## src/rtl/serial_word_loader_if.sv

```systemverilog
// Serial-in / parallel-out bundle between a bit source, the word loader and the downstream PIPO stage.
interface serial_word_loader_if #(
    parameter int REGISTER_WIDTH = 16
);
    logic                      i_start;
    logic                      i_valid;
    logic                      i_bit;
    logic [REGISTER_WIDTH-1:0] o_data;
    logic                      o_we;
    logic                      o_busy;
    logic                      o_err;

    modport master (
        output i_start, i_valid, i_bit,
        input  o_data, o_we, o_busy, o_err
    );

    modport slave (
        input  i_start, i_valid, i_bit,
        output o_data, o_we, o_busy, o_err
    );
endinterface

```

## src/rtl/serial_word_loader.sv

```systemverilog
// Assembles an MSB-first serial frame into a word, with an optional trailing even-parity bit,
// and hands good words to the downstream PIPO stage through a one-cycle write strobe.
module serial_word_loader #(
    parameter int REGISTER_WIDTH = 16,
    parameter bit PARITY_EN      = 1'b1
) (
    input  logic                 clk,
    input  logic                 rst,
    serial_word_loader_if.slave  bus
);
    localparam int              CW       = $clog2(REGISTER_WIDTH + 1);
    localparam logic [CW-1:0]   LAST_BIT = CW'(REGISTER_WIDTH - 1);

    typedef enum logic [2:0] {
        ST_IDLE  = 3'd0,
        ST_SHIFT = 3'd1,
        ST_PAR   = 3'd2,
        ST_DONE  = 3'd3,
        ST_ERR   = 3'd4
    } state_t;

    state_t                    state_q;
    logic [REGISTER_WIDTH-1:0] shreg_q;
    logic [REGISTER_WIDTH-1:0] data_q;
    logic [CW-1:0]             count_q;
    logic                      we_q;
    logic                      err_q;
    logic                      busy_q;
    logic [REGISTER_WIDTH-1:0] shift_s;

    function automatic logic even_parity_ok(input logic [REGISTER_WIDTH-1:0] word, input logic p);
        return ~(^word ^ p);
    endfunction

    assign shift_s = {shreg_q[REGISTER_WIDTH-2:0], bus.i_bit};

    // Frame FSM; strobes and data are set on the edge that enters DONE/ERR so they show in that state.
    always_ff @(posedge clk or negedge rst) begin
        if (!rst) begin
            state_q <= ST_IDLE;
            shreg_q <= '0;
            data_q  <= '0;
            count_q <= '0;
            we_q    <= 1'b0;
            err_q   <= 1'b0;
            busy_q  <= 1'b0;
        end else begin
            we_q  <= 1'b0;
            err_q <= 1'b0;
            if (bus.i_start) begin
                // A start in any state begins a fresh frame and drops whatever was collected.
                state_q <= ST_SHIFT;
                shreg_q <= '0;
                count_q <= '0;
                busy_q  <= 1'b1;
            end else begin
                case (state_q)
                    ST_IDLE: begin
                        busy_q <= 1'b0;
                    end
                    ST_SHIFT: begin
                        if (bus.i_valid) begin
                            shreg_q <= shift_s;
                            if (count_q == LAST_BIT) begin
                                count_q <= '0;
                                if (PARITY_EN) begin
                                    state_q <= ST_PAR;
                                end else begin
                                    state_q <= ST_DONE;
                                    busy_q  <= 1'b0;
                                    we_q    <= 1'b1;
                                    data_q  <= shift_s;
                                end
                            end else begin
                                count_q <= count_q + CW'(1);
                            end
                        end
                    end
                    ST_PAR: begin
                        if (bus.i_valid) begin
                            busy_q <= 1'b0;
                            if (even_parity_ok(shreg_q, bus.i_bit)) begin
                                state_q <= ST_DONE;
                                we_q    <= 1'b1;
                                data_q  <= shreg_q;
                            end else begin
                                state_q <= ST_ERR;
                                err_q   <= 1'b1;
                            end
                        end
                    end
                    ST_DONE, ST_ERR: begin
                        state_q <= ST_IDLE;
                        busy_q  <= 1'b0;
                    end
                    default: begin
                        state_q <= ST_IDLE;
                        count_q <= '0;
                        busy_q  <= 1'b0;
                    end
                endcase
            end
        end
    end

    assign bus.o_data = data_q;
    assign bus.o_we   = we_q;
    assign bus.o_err  = err_q;
    assign bus.o_busy = busy_q;
endmodule

```

## src/flat_wrapper.sv

```systemverilog
// flat-port wrapper written by rule: the top's interface ports become plain ports
module serial_word_loader_flat 
#(
    parameter int REGISTER_WIDTH = 16,
    parameter bit PARITY_EN      = 1'b1
)
  (clk, rst, bus_i_start, bus_i_valid, bus_i_bit, bus_o_data, bus_o_we, bus_o_busy, bus_o_err);
  serial_word_loader_if #(.REGISTER_WIDTH(REGISTER_WIDTH)) bus_i ();
  input  logic clk;
  input  logic rst;
  input wire logic [$bits(bus_i.i_start)-1:0] bus_i_start;
  input wire logic [$bits(bus_i.i_valid)-1:0] bus_i_valid;
  input wire logic [$bits(bus_i.i_bit)-1:0] bus_i_bit;
  output wire logic [$bits(bus_i.o_data)-1:0] bus_o_data;
  output wire logic [$bits(bus_i.o_we)-1:0] bus_o_we;
  output wire logic [$bits(bus_i.o_busy)-1:0] bus_o_busy;
  output wire logic [$bits(bus_i.o_err)-1:0] bus_o_err;
  assign bus_i.i_start = bus_i_start;
  assign bus_i.i_valid = bus_i_valid;
  assign bus_i.i_bit = bus_i_bit;
  assign bus_o_data = bus_i.o_data;
  assign bus_o_we = bus_i.o_we;
  assign bus_o_busy = bus_i.o_busy;
  assign bus_o_err = bus_i.o_err;
  serial_word_loader #(.REGISTER_WIDTH(REGISTER_WIDTH), .PARITY_EN(PARITY_EN)) u_core (.clk(clk), .rst(rst), .bus(bus_i));
endmodule
```

## config.mk

```make
export PLATFORM = sky130hd
export DESIGN_NAME = serial_word_loader_flat
export DESIGN_NICKNAME = d
export VERILOG_FILES = /design/src/rtl/serial_word_loader_if.sv /design/src/rtl/serial_word_loader.sv /design/src/flat_wrapper.sv
export SDC_FILE = /design/constraint.sdc
export NUM_CORES = 1
export LEC_CHECK = 0
export CAP_MARGIN = 10
export CORE_ASPECT_RATIO = 1.5
export CORE_UTILIZATION = 30
export CTS_CLUSTER_DIAMETER = 120
export DETAILED_ROUTE_END_ITERATION = 10
export SYNTH_ARGS = -nofsm -noshare
export SYNTH_HDL_FRONTEND = slang
export SYNTH_SLANG_ARGS = --single-unit
```

## constraint.sdc

```tcl
create_clock -name clk -period 3.1 [get_ports clk]
set_clock_uncertainty 0.2 [all_clocks]
set_input_delay 0.62 -clock clk [delete_from_list [all_inputs] [get_ports clk]]
set_output_delay 0.62 -clock clk [all_outputs]
set_load 0.005 [all_outputs]
```

Word level (Yosys, flattened, before mapping) --
Index checks and enable logic that the tools add are counted.
Word-level totals: output and inout port bits 19, bits in registers 43, input bits 5, word-level logic and storage cells 56
Cells by class: eq/ne operators 11, muxes and demuxes 24, bitwise logic cells 3, reduce and logical (&&, ||, !) cells 10, add/subtract/negate cells 1
Operators by type and width (number):
- 16-bit 2-to-1 mux | 3
- 16-bit parity | 1
- 3-bit 2-to-1 mux | 5
- 5-bit 2-to-1 mux | 3
- 1-bit 2-to-1 mux | 10
- 5-bit one-hot mux with 2 select lines | 1
- 3-bit one-hot mux with 3 select lines | 1
- 4-bit AND reduction | 2
- 3-bit by 2-bit equality test with 1-bit output, second input constant | 2
- 3-bit != test, second input constant | 2
- 2-bit AND reduction | 3
- 5-bit by 1-bit adder with 5-bit output, second input constant | 1
- 5-bit by 4-bit equality test with 1-bit output, second input constant | 1
- 2-bit != test, second input constant | 2
- 2-bit nonzero test | 2
- 4-bit OR reduction | 1
- 3-bit by 1-bit equality test with 1-bit output, second input constant | 1
- 3-bit equality test, second input constant | 1
- 3-bit zero test | 1
- 3-bit by 2-bit != test with 1-bit output, second input constant | 1
- 2-bit by 1-bit != test with 1-bit output, second input constant | 1
- 1-bit inverter | 2
- 1-bit one-hot mux with 2 select lines | 1
- 1-bit bitwise XOR | 1

Longest topological paths before layout --
Gate-level depths: netlist (run 1).
depth in word-level cells 6, mapped depth 7, mapped depth without buffers 6

Worst setup path before layout (run 1) --
OpenSTA, ideal clock, no wires.
path type input-to-reg, start input bus_i_bit, end register u_core.data_q[0], in the netlist u_core.bus.o_data[0], setup time 0.125 ns, required time 2.775 ns, stages 6, path slack 0.605 ns, path buffers 1, arrival time 2.170 ns, path through xor2_1 > xnor2_1 > xnor3_2 > mux2i_4 > buf_12 > mux2_4
On the way: cells in the longest elaborated chain, start to end 3
RTL lines:
- from (decl) | line flat_wrapper.sv:13 | input wire logic [$bits(bus_i.i_bit)-1:0] bus_i_bit;
- 1-bit bitwise XOR | line serial_word_loader.sv:32 | return ~(^word ^ p);
- 1-bit inverter (no line)
- 4-bit AND reduction (no line)
- to (signal assigned) | line serial_word_loader.sv:72 | data_q <= shift_s;
- to (signal assigned) | line serial_word_loader.sv:85 | data_q <= shreg_q;
- to (decl) | line serial_word_loader.sv:24 | logic [REGISTER_WIDTH-1:0] data_q;
Every way passes these cells. A chain may end at the register's enable or synchronous reset.

Worst setup path in the final report (run 1) --
start input bus_i_bit, end register u_core.data_q[7], in the netlist u_core.bus.o_data[7]
Same word-level chain as after synthesis.

==> results_dict.tcl, run 1 <==
set metrics [dict create \
    worstSetupPathType "in2reg" \
    layout_worst_path_cycle_share 0.880 \
    syn_avg_cell_area_um2 11.2 \
    grt_pass1_vias 1412 \
    top_level_ports 24 \
    synth_nets 183 \
    synth.area.top_cells "dfrtp_1 54%, nand2_1 7.4%, mux2_4 6.8%" \
    cp.buffers_inverters 2 \
    wire_per_inst_um 13.2 \
    cts_buffer_depth 2 \
    clk_latency_ps 290 \
    die_area_mm2 0.00692 \
    startpoint_type "primary input" \
    max_freq_mhz 367 \
    pwr_density_cell_mw_per_mm2 430 \
    hold_violations 0 \
    synth_area_mm2 0.00198 \
    critPathMaxStageDelay_ps 510 \
    postCtsHoldBufs 0 \
    cp.arrival_ps 2710 \
    wl_mm 3.68 \
    layout-area-overhead-vs-synth_pct 21.1 \
    post-cts-setup-buffers 0 \
    clk_pin_slew_worst_paths_ps 80 \
    endpoint_kind "register" \
    die_h_um 101 \
    maxCapViolCount 0 \
    drt_first_iter_violations 64 \
    cts_root_buffer "clkbuf_8" \
    required_ps 3080 \
    hold_path.class "in2async" \
    core-area_mm2 0.00626 \
    synth_commonest_cells "43 x dfrtp_1, 39 x nand2_1, 19 x a21oi_1" \
    cts_buffers 5 \
    fillers 650 \
    cts_tree "yes" \
    tns_ps 0 \
    gp_congestion 0.783 \
    reg2reg_from "u_core.shreg_q[9]" \
    fp.dieW_um 68.3 \
    synthFlopType "dfrtp_1" \
    yosysMostFrequentCell "dfrtp_1" \
    path_cells "clkdlybuf4s50_1 > xor2_1 > xnor2_1 > xnor3_2 > mux2i_4 > buf_12 > mux2_2" \
    drc 0 \
    track_usage 0.125 \
    synth.largest_area_cell "dfrtp_1" \
    viasPerCell 4.72 \
    grt_antenna_before_repair 0 \
    overflow 0 \
    synth_cell_types 32 \
    via_count 1313 \
    fin_crit_ps 2730 \
    final_nets 209 \
    start_util 0.316 \
    clock_sinks 43 \
    dr.pass1.iters 4 \
    synth_top_area_frac 0.544 \
    synth_seq_cells 43 \
    row_count 35 \
    cp-startpoint "bus_i_bit" \
    cp_slowest_cell "clkdlybuf4s50_1" \
    synthCells 177 \
    synth_edf_count 0 \
    worst_slew_pin_slew_ps 955 \
    p_leak_uw 0.00110 \
    final_cell_area_mm2 0.00239 \
    slew_headroom 0.363 \
    synth-seq-area-share 0.544 \
    place_area_mm2 0.00229 \
    drive_gt1_frac 0.157 \
    path_delay_family "XOR/XNOR gates" \
    grt_setup_unrepaired "false" \
    dpl.hpwl_mm 2.51 \
    grt_pass1_wl_mm 6.44 \
    postCtsResizedCells 0 \
    grt_max_degree 44 \
    yosysWarningCount 0 \
    ir_drop_mv 0.197 \
    setup_viol 0 \
    cp_max_fo 12 \
    synth-async-reset-ratio 1.00 \
    drv_slew 0 \
    htreeDepth 2 \
    postRouteAntennaNets 0 \
    port_buffers 23 \
    n_antenna_cell 0 \
    hold_ws_ps 260 \
    status "finished clean" \
]
==> per-layer routing <==
metal  share of wire  GRT usage  wire, um
met5               0          0         0
met1            0.44      0.148      1620
met3           0.025     0.0304        91
met4           0.019     0.0481        70
met2            0.51      0.213      1900
==> worst register-to-register path, cell delays in order (launching register included) <==
cell,delay (ps)
dfrtp_1,430
xor2_1,170
xnor3_1,480
and4_1,240
mux2i_4,210
buf_12,180
mux2_2,340
==> where the power goes <==
group	internal, uW	total [uW]	leakage [uW]	switching, uW
logic	23.3	62.2	0.000459	38.9
registers	567	573	0.000587	6.18
clock network	203	394	0.0000505	191
==> kinds of logic after synthesis <==
logic type | synth area share
AND/OR/NAND/NOR | 0.135
XOR/XNOR | 0.0804
flip-flops | 0.544
adder cells (fa/ha/maj) | 0.00633
buffers and inverters | 0.0291
multiplexers | 0.120
AO/OA/AOI/OAI | 0.0855
==> stage by stage <==
step / util / total power (uW) / std cells / setup WS (ps)
2_1_floorplan: - / 622 / 177 / 605
3_3_place_gp: 0.366 / 647 / 270 / 100
3_5_place_dp: 0.366 / 648 / 270 / 47.5
4_1_cts: 0.382 / 1040 / 278 / 358
5_1_grt: 0.382 / 1070 / 278 / 298
6_report: 0.382 / 1030 / 278 / 373
==> worst paths after layout <==
check | end | slack (ps) | depth (start not counted)
min in group clk | u_core.state_q[0] | 290 | 1
worst min register to register | u_core.state_q[0] | 290 | 1
worst max register to register | u_core.bus.o_data[7] | 750 | 6
worst min-delay path | u_core.count_q[0] | 260 | 1
max in group asynchronous | u_core.shreg_q[12] | 1830 | 1
worst max-delay path | u_core.bus.o_data[7] | 370 | 7
==> cells in the final DEF (no fill, tap or decap), types with 2 or more instances in the layout <==
master,netlist,final
a21oi_1,19,19
and3_1,2,2
buf_4,0,3
clkbuf_8,0,7
clkdlybuf4s50_1,0,22
dfrtp_1,43,43
inv_1,3,3
mux2_2,7,7
mux2_4,9,9
nand2_1,39,39
nand3_1,5,5
nor2_1,6,6
nor2b_1,4,4
o21ai_0,4,4
xnor2_1,9,9
xor2_1,2,2
==> cell type report <==
cell class / count / area, um2 / share of cell area
Sequential cell: 43 / 1080 / 0.449
Multi-Input combinational cell: 123 / 843 / 0.352
Timing Repair Buffer: 27 / 268 / 0.112
Clock buffer: 7 / 96.3 / 0.0402
Tap cell: 74 / 92.6 / 0.0387
Inverter: 3 / 11.3 / 0.00470
Clock inverter: 1 / 7.51 / 0.00313
==> state kept, by name, indices dropped and copies added (netlist names) <==
register / flops
u_core.bus.o_data: 16
u_core.shreg_q: 16
u_core.count_q: 5
u_core.state_q: 3
u_core.bus.o_busy: 1
u_core.bus.o_err: 1
u_core.bus.o_we: 1
(Power assumes the default switching activity.)
==> run 2, diff against run 1 <==
--- a/config.mk
+++ b/config.mk
@@ -7,9 +7,11 @@
 export LEC_CHECK = 0
 export CAP_MARGIN = 10
 export CORE_ASPECT_RATIO = 1.5
-export CORE_UTILIZATION = 30
+export CORE_MARGIN = 2
+export CORE_UTILIZATION = 54
 export CTS_CLUSTER_DIAMETER = 120
 export DETAILED_ROUTE_END_ITERATION = 10
+export PLACE_DENSITY = 0.78
 export SYNTH_ARGS = -nofsm -noshare
 export SYNTH_HDL_FRONTEND = slang
 export SYNTH_SLANG_ARGS = --single-unit
==> results_dict.tcl, run 2 (synthesized netlist as in run 1, its figures left out) <==
set metrics [dict create \
    row_count 26 \
    hold_violations 0 \
    grt_setup_unrepaired "false" \
    die_area_mm2 0.00417 \
    p_int_uw 766 \
    die_h_um 78.1 \
    r2r_end "u_core.bus.o_data[5]" \
    r2r_cells 6 \
    tns_ps 0 \
    pwr_density_cell_mw_per_mm2 423 \
    fin_cells 244 \
    drt_first_iter_violations 36 \
    final_nets 208 \
    status "finished clean" \
    cp-startpoint "bus_i_bit" \
    cp.arrival_ps 2670 \
    fillers 279 \
    dp.cells 237 \
    viasPerCell 5.55 \
    worst_slew_pin_slew_ps 917 \
    worstSetupPathType "in2reg" \
    rrSetupSlack_ps 760 \
    critPathMaxStageDelay_ps 500 \
    fp.dieW_um 53.4 \
    layout_worst_path_cycle_share 0.871 \
    grt_pass1_wl_mm 6.15 \
    crit_path_end "u_core.bus.o_data[5]" \
    core-area_mm2 0.00345 \
    clk_latency_ps 290 \
    p_leak_uw 0.00109 \
    path_depth 7 \
    regArea_mm2 0.00108 \
    p_sw_frac 0.223 \
    cts_buffers 5 \
    grt_max_degree 44 \
    cp.buffers_inverters 2 \
    drv_slew 0 \
    n_antenna_cell 0 \
    grt_pass1_vias 1327 \
    postCtsResizedCells 0 \
    path_cells "clkdlybuf4s50_1 > xor2_1 > xnor2_1 > xnor3_2 > mux2i_4 > buf_12 > mux2_2" \
    gp_congestion 0.754 \
    clkPwrFrac 0.353 \
    postRouteAntennaNets 0 \
    post-cts-setup-buffers 0 \
    layout-area-overhead-vs-synth_pct 17.9 \
    wire_per_inst_um 14.6 \
    multiInputGateArea_um2 843 \
    combPwrFrac 0.064 \
    grt_antenna_before_repair 0 \
    switching_power_uw 219 \
    reg2reg_from "u_core.shreg_q[8]" \
    maxCapViolCount 0 \
    cts_buffer_depth 2 \
    hold_path.class "in2async" \
    dr.pass1.iters 4 \
    final_common_cell "dfrtp_1" \
    postCtsHoldBufs 0 \
    cp_max_fo 17 \
    ir_drop_mv 0.290 \
    htreeDepth 2 \
    overflow 0 \
    startpoint_type "primary input" \
    start_util 0.573 \
    required_ps 3070 \
    drive_gt1_frac 0.149 \
    max_freq_mhz 370 \
    endpoint_kind "register" \
    track_usage 0.199 \
    drc 0 \
    slew_headroom 0.389 \
    most-common-layout-cells "43 x dfrtp_1, 39 x nand2_1, 22 x clkdlybuf4s50_1" \
    seqPwrFrac 0.582 \
    top_level_ports 24 \
    clk_pin_slew_worst_paths_ps 80 \
    clock_sinks 43 \
    port_buffers 23 \
    wl_mm 3.56 \
    setup_viol 0 \
    path_delay_family "XOR/XNOR gates" \
    cts_tree "yes" \
    cp_slowest_cell "clkdlybuf4s50_1" \
    via_count 1355 \
    dpl.hpwl_mm 2.56 \
    fin_crit_ps 2700 \
    cts_root_buffer "clkbuf_8" \
]
==> run 2: cell types whose count changed in the layout (fill, tap and decap cells not counted), sizes merged <==
cell	delta
clkinvlp	-1
clkinv	+1
buf	-1
clkbuf	-1
==> run 2: cell type report <==
class | instances | share of cell area
clock buffers | 6 | 0.0354
repair buffers | 26 | 0.112
well taps | 42 | 0.0225
inverters | 3 | 0.00483
multi-input cells | 123 | 0.362
clock inverters | 1 | 0.00215
flip-flops and latches | 43 | 0.462
==> run 2: worst min-delay path by stage <==
stage	from	endpoint	slack (ps)	cells after the start
floorplan	rst	u_core.bus.o_busy	120	0
global placement	u_core.count_q[4]	u_core.count_q[4]	270	1
detailed placement	u_core.state_q[2]	u_core.state_q[0]	260	1
CTS	u_core.state_q[2]	u_core.state_q[0]	280	1
global route	u_core.state_q[2]	u_core.state_q[0]	310	1
finish	rst	u_core.bus.o_data[3]	260	1
==> run 2: worst register-to-register path, cell delays in order (launching register included) <==
cell and delay, ps:
dfrtp_1 420, xnor2_1 290, xnor2_2 160, xnor3_2 410
mux2i_4 210, buf_12 190, mux2_2 350
==> run 2: per-stage QoR <==
stage                     cell area [um2]  hold slack (ps)  setup WS, ps  total power (uW)   util
after global placement               2240              270           142               644  0.651
final                                2330              259           399               985  0.676
after floorplan                      1980              124           605               622      -
after global routing                 2330              314           323              1030  0.676
after CTS                            2330              282           413              1000  0.676
after detailed placement             2240              263           101               648  0.651
==> run 2: power by group through the flow <==
stage	Clock (uW)	Combinational (uW)	Sequential, uW
finish	348	63.2	574
global placement	0	60.4	584
CTS	364	64.2	573
global route	386	72.0	574
floorplan	0	39.0	583
detailed placement	0	64.0	584
==> run 2: routing by layer <==
layer / wire length, um / up-vias / track usage
met2: 1970 / 33 / 0.328
met1: 1410 / 669 / 0.249
li1: - / 647 / -
met5: 0 / - / 0
met3: 135 / 6 / 0.0456
met4: 52 / 0 / 0.0744
==> run 3, diff against run 2 <==
--- a/config.mk
+++ b/config.mk
@@ -8,10 +8,10 @@
 export CAP_MARGIN = 10
 export CORE_ASPECT_RATIO = 1.5
 export CORE_MARGIN = 2
-export CORE_UTILIZATION = 54
+export CORE_UTILIZATION = 49
 export CTS_CLUSTER_DIAMETER = 120
 export DETAILED_ROUTE_END_ITERATION = 10
-export PLACE_DENSITY = 0.78
+export PLACE_DENSITY = 0.74
 export SYNTH_ARGS = -nofsm -noshare
 export SYNTH_HDL_FRONTEND = slang
 export SYNTH_SLANG_ARGS = --single-unit
==> constraint.sdc (replaced) <==
create_clock -name clk -period 2.31 [get_ports clk]
set_clock_uncertainty 0.2 [all_clocks]
set_input_delay 0.462 -clock clk [delete_from_list [all_inputs] [get_ports clk]]
set_output_delay 0.462 -clock clk [all_outputs]
set_load 0.005 [all_outputs]
==> results_dict.tcl, run 3 (synthesized netlist as in run 1, its figures left out) <==
set metrics [dict create \
    gp_congestion 0.760 \
    cts_buffer_depth 2 \
    endpoint_kind "register" \
    fillers 307 \
    status "finished, violations left" \
    wire_per_inst_um 15.1 \
    final_nets 225 \
    n_antenna_cell 0 \
    setup_viol 4 \
    path_delay_family "XOR/XNOR gates" \
    clkPwrFrac 0.440 \
    switching_power_uw 312 \
    viasPerCell 5.44 \
    path_cells "xnor2_2 > xnor2_1 > xnor3_2 > mux2i_4 > buf_8 > mux2_2" \
    die_area_mm2 0.00457 \
    track_usage 0.194 \
    required_ps 2290 \
    worstSetupPathType "reg2reg" \
    r2r_cells 6 \
    cts_root_buffer "clkbuf_8" \
    startpoint_type "register" \
    layout_worst_path_cycle_share 1.01 \
    worst_slack_ps -13.1 \
    postRouteAntennaNets 0 \
    hold_violations 0 \
    final_common_cell "dfrtp_1" \
    final_util 0.644 \
    top_level_ports 24 \
    maxCapViolCount 0 \
    overflow 0 \
    wl_mm 4.00 \
    reg2reg_from "u_core.shreg_q[3]" \
    hold_path.class "in2async" \
    drv_slew 0 \
    ir_drop_mv 0.437 \
    fin_crit_ps 2320 \
    htreeDepth 2 \
    die_h_um 81.8 \
    grt_pass1_vias 1497 \
    layout-area-overhead-vs-synth_pct 27.8 \
    grt_antenna_before_repair 0 \
    hold_ws_ps 23.9 \
    max_freq_mhz 430 \
    r2r_end "u_core.bus.o_data[4]" \
    p_int_uw 1230 \
    dr.pass1.iters 4 \
    seqPwrFrac 0.499 \
    cts_buffers 5 \
    via_count 1442 \
    dpl.hpwl_mm 2.66 \
    grt_pass1_wl_mm 6.82 \
    p_sw_frac 0.202 \
    dp_slack_ps -368 \
    cts_tree "yes" \
    fp.dieW_um 55.9 \
    cp.arrival_ps 2300 \
    clk_pin_slew_worst_paths_ps 80 \
    postCtsHoldBufs 0 \
    drc 0 \
    cp_max_fo 9 \
    drive_gt1_frac 0.236 \
    cp.buffers_inverters 1 \
    critPathMaxStageDelay_ps 490 \
    rrSetupSlack_ps -10 \
    pwr_density_cell_mw_per_mm2 610 \
    most-common-layout-cells "41 x dfrtp_1, 39 x nand2_1, 21 x clkdlybuf4s50_1" \
    start_util 0.504 \
    violations "setup timing" \
    grt_max_degree 44 \
    p_leak_uw 0.00120 \
    clk_latency_ps 290 \
    clock_sinks 43 \
    total_power_uw 1540 \
    row_count 28 \
    grt_setup_unrepaired "true" \
    slew_headroom 0.636 \
    combPwrFrac 0.061 \
    drt_first_iter_violations 47 \
    cp_slowest_cell "xnor3_2" \
    port_buffers 23 \
    worst_slew_pin_slew_ps 545 \
    core-area_mm2 0.00392 \
]
==> run 3: worst reg2reg max path: stages (launching register included) <==
cell and delay (ps):
dfrtp_2 450, xnor2_2 140, xnor2_1 180, xnor3_2 490, mux2i_4 230, buf_8 180, mux2_2 350
==> run 3: metal layers <==
| metal | GRT usage | up-vias | part of all wire |
|---|---|---|---|
| met1 | 0.210 | 727 | 0.40 |
| met5 | 0 | - | 0 |
| met2 | 0.371 | 32 | 0.55 |
| met3 | 0.0378 | 6 | 0.035 |
| met4 | 0.0738 | 0 | 0.015 |
| li1 | - | 677 | - |
==> run 3: how the worst max path moves through the flow <==
stage	startpoint	end	slack, ps	cells past startpoint
final	u_core.shreg_q[3]	u_core.bus.o_data[4]	-10	6
after floorplan	u_core.shreg_q[4]	u_core.bus.o_data[0]	20	6
after global routing	u_core.shreg_q[3]	u_core.bus.o_data[5]	-90	6
after detailed placement	bus_i_bit	u_core.bus.o_data[6]	-370	7
after CTS	u_core.shreg_q[15]	u_core.bus.o_data[6]	-40	7
after global placement	bus_i_bit	u_core.bus.o_data[8]	-330	7
==> run 3: what timing repair did <==
item | in CTS | in global routing
setup buffers | 2 | 0
endpoints found under the setup margin | 16 | 16
gates resized for setup | 5 | 6
gates cloned | 1 | 0
endpoints found under the hold margin | 0 | 0
pin swaps | 4 | 3
==> run 3: cell type report <==
class / count / area [um2] / share of cell area
sequential: 43 / 1080 / 0.427
multi-input combinational: 123 / 863 / 0.342
timing repair buffer: 43 / 385 / 0.152
clock buffer: 6 / 72.6 / 0.0287
clock inverter: 2 / 60.1 / 0.0238
tap: 45 / 56.3 / 0.0223
inverter: 3 / 11.3 / 0.00446
==> run 3: power by group through the flow <==
stage / Clock (uW) / Combinational (uW) / Sequential, uW
after global routing: 719 / 106 / 770
after floorplan: 0 / 51.0 / 782
after detailed placement: 0 / 95.3 / 784
after global placement: 0 / 90.5 / 783
final: 679 / 94.7 / 769
after CTS: 693 / 97.1 / 769
==> run 3: per-stage QoR <==
stage,instances,cell area (um2),setup TNS [ps]
2_1_floorplan,177,1980,0
3_5_place_dp,256,2370,-6240
5_1_grt,265,2530,-1010
3_3_place_gp,256,2370,-5700
4_1_cts,267,2560,-404
6_report,265,2530,-30.2
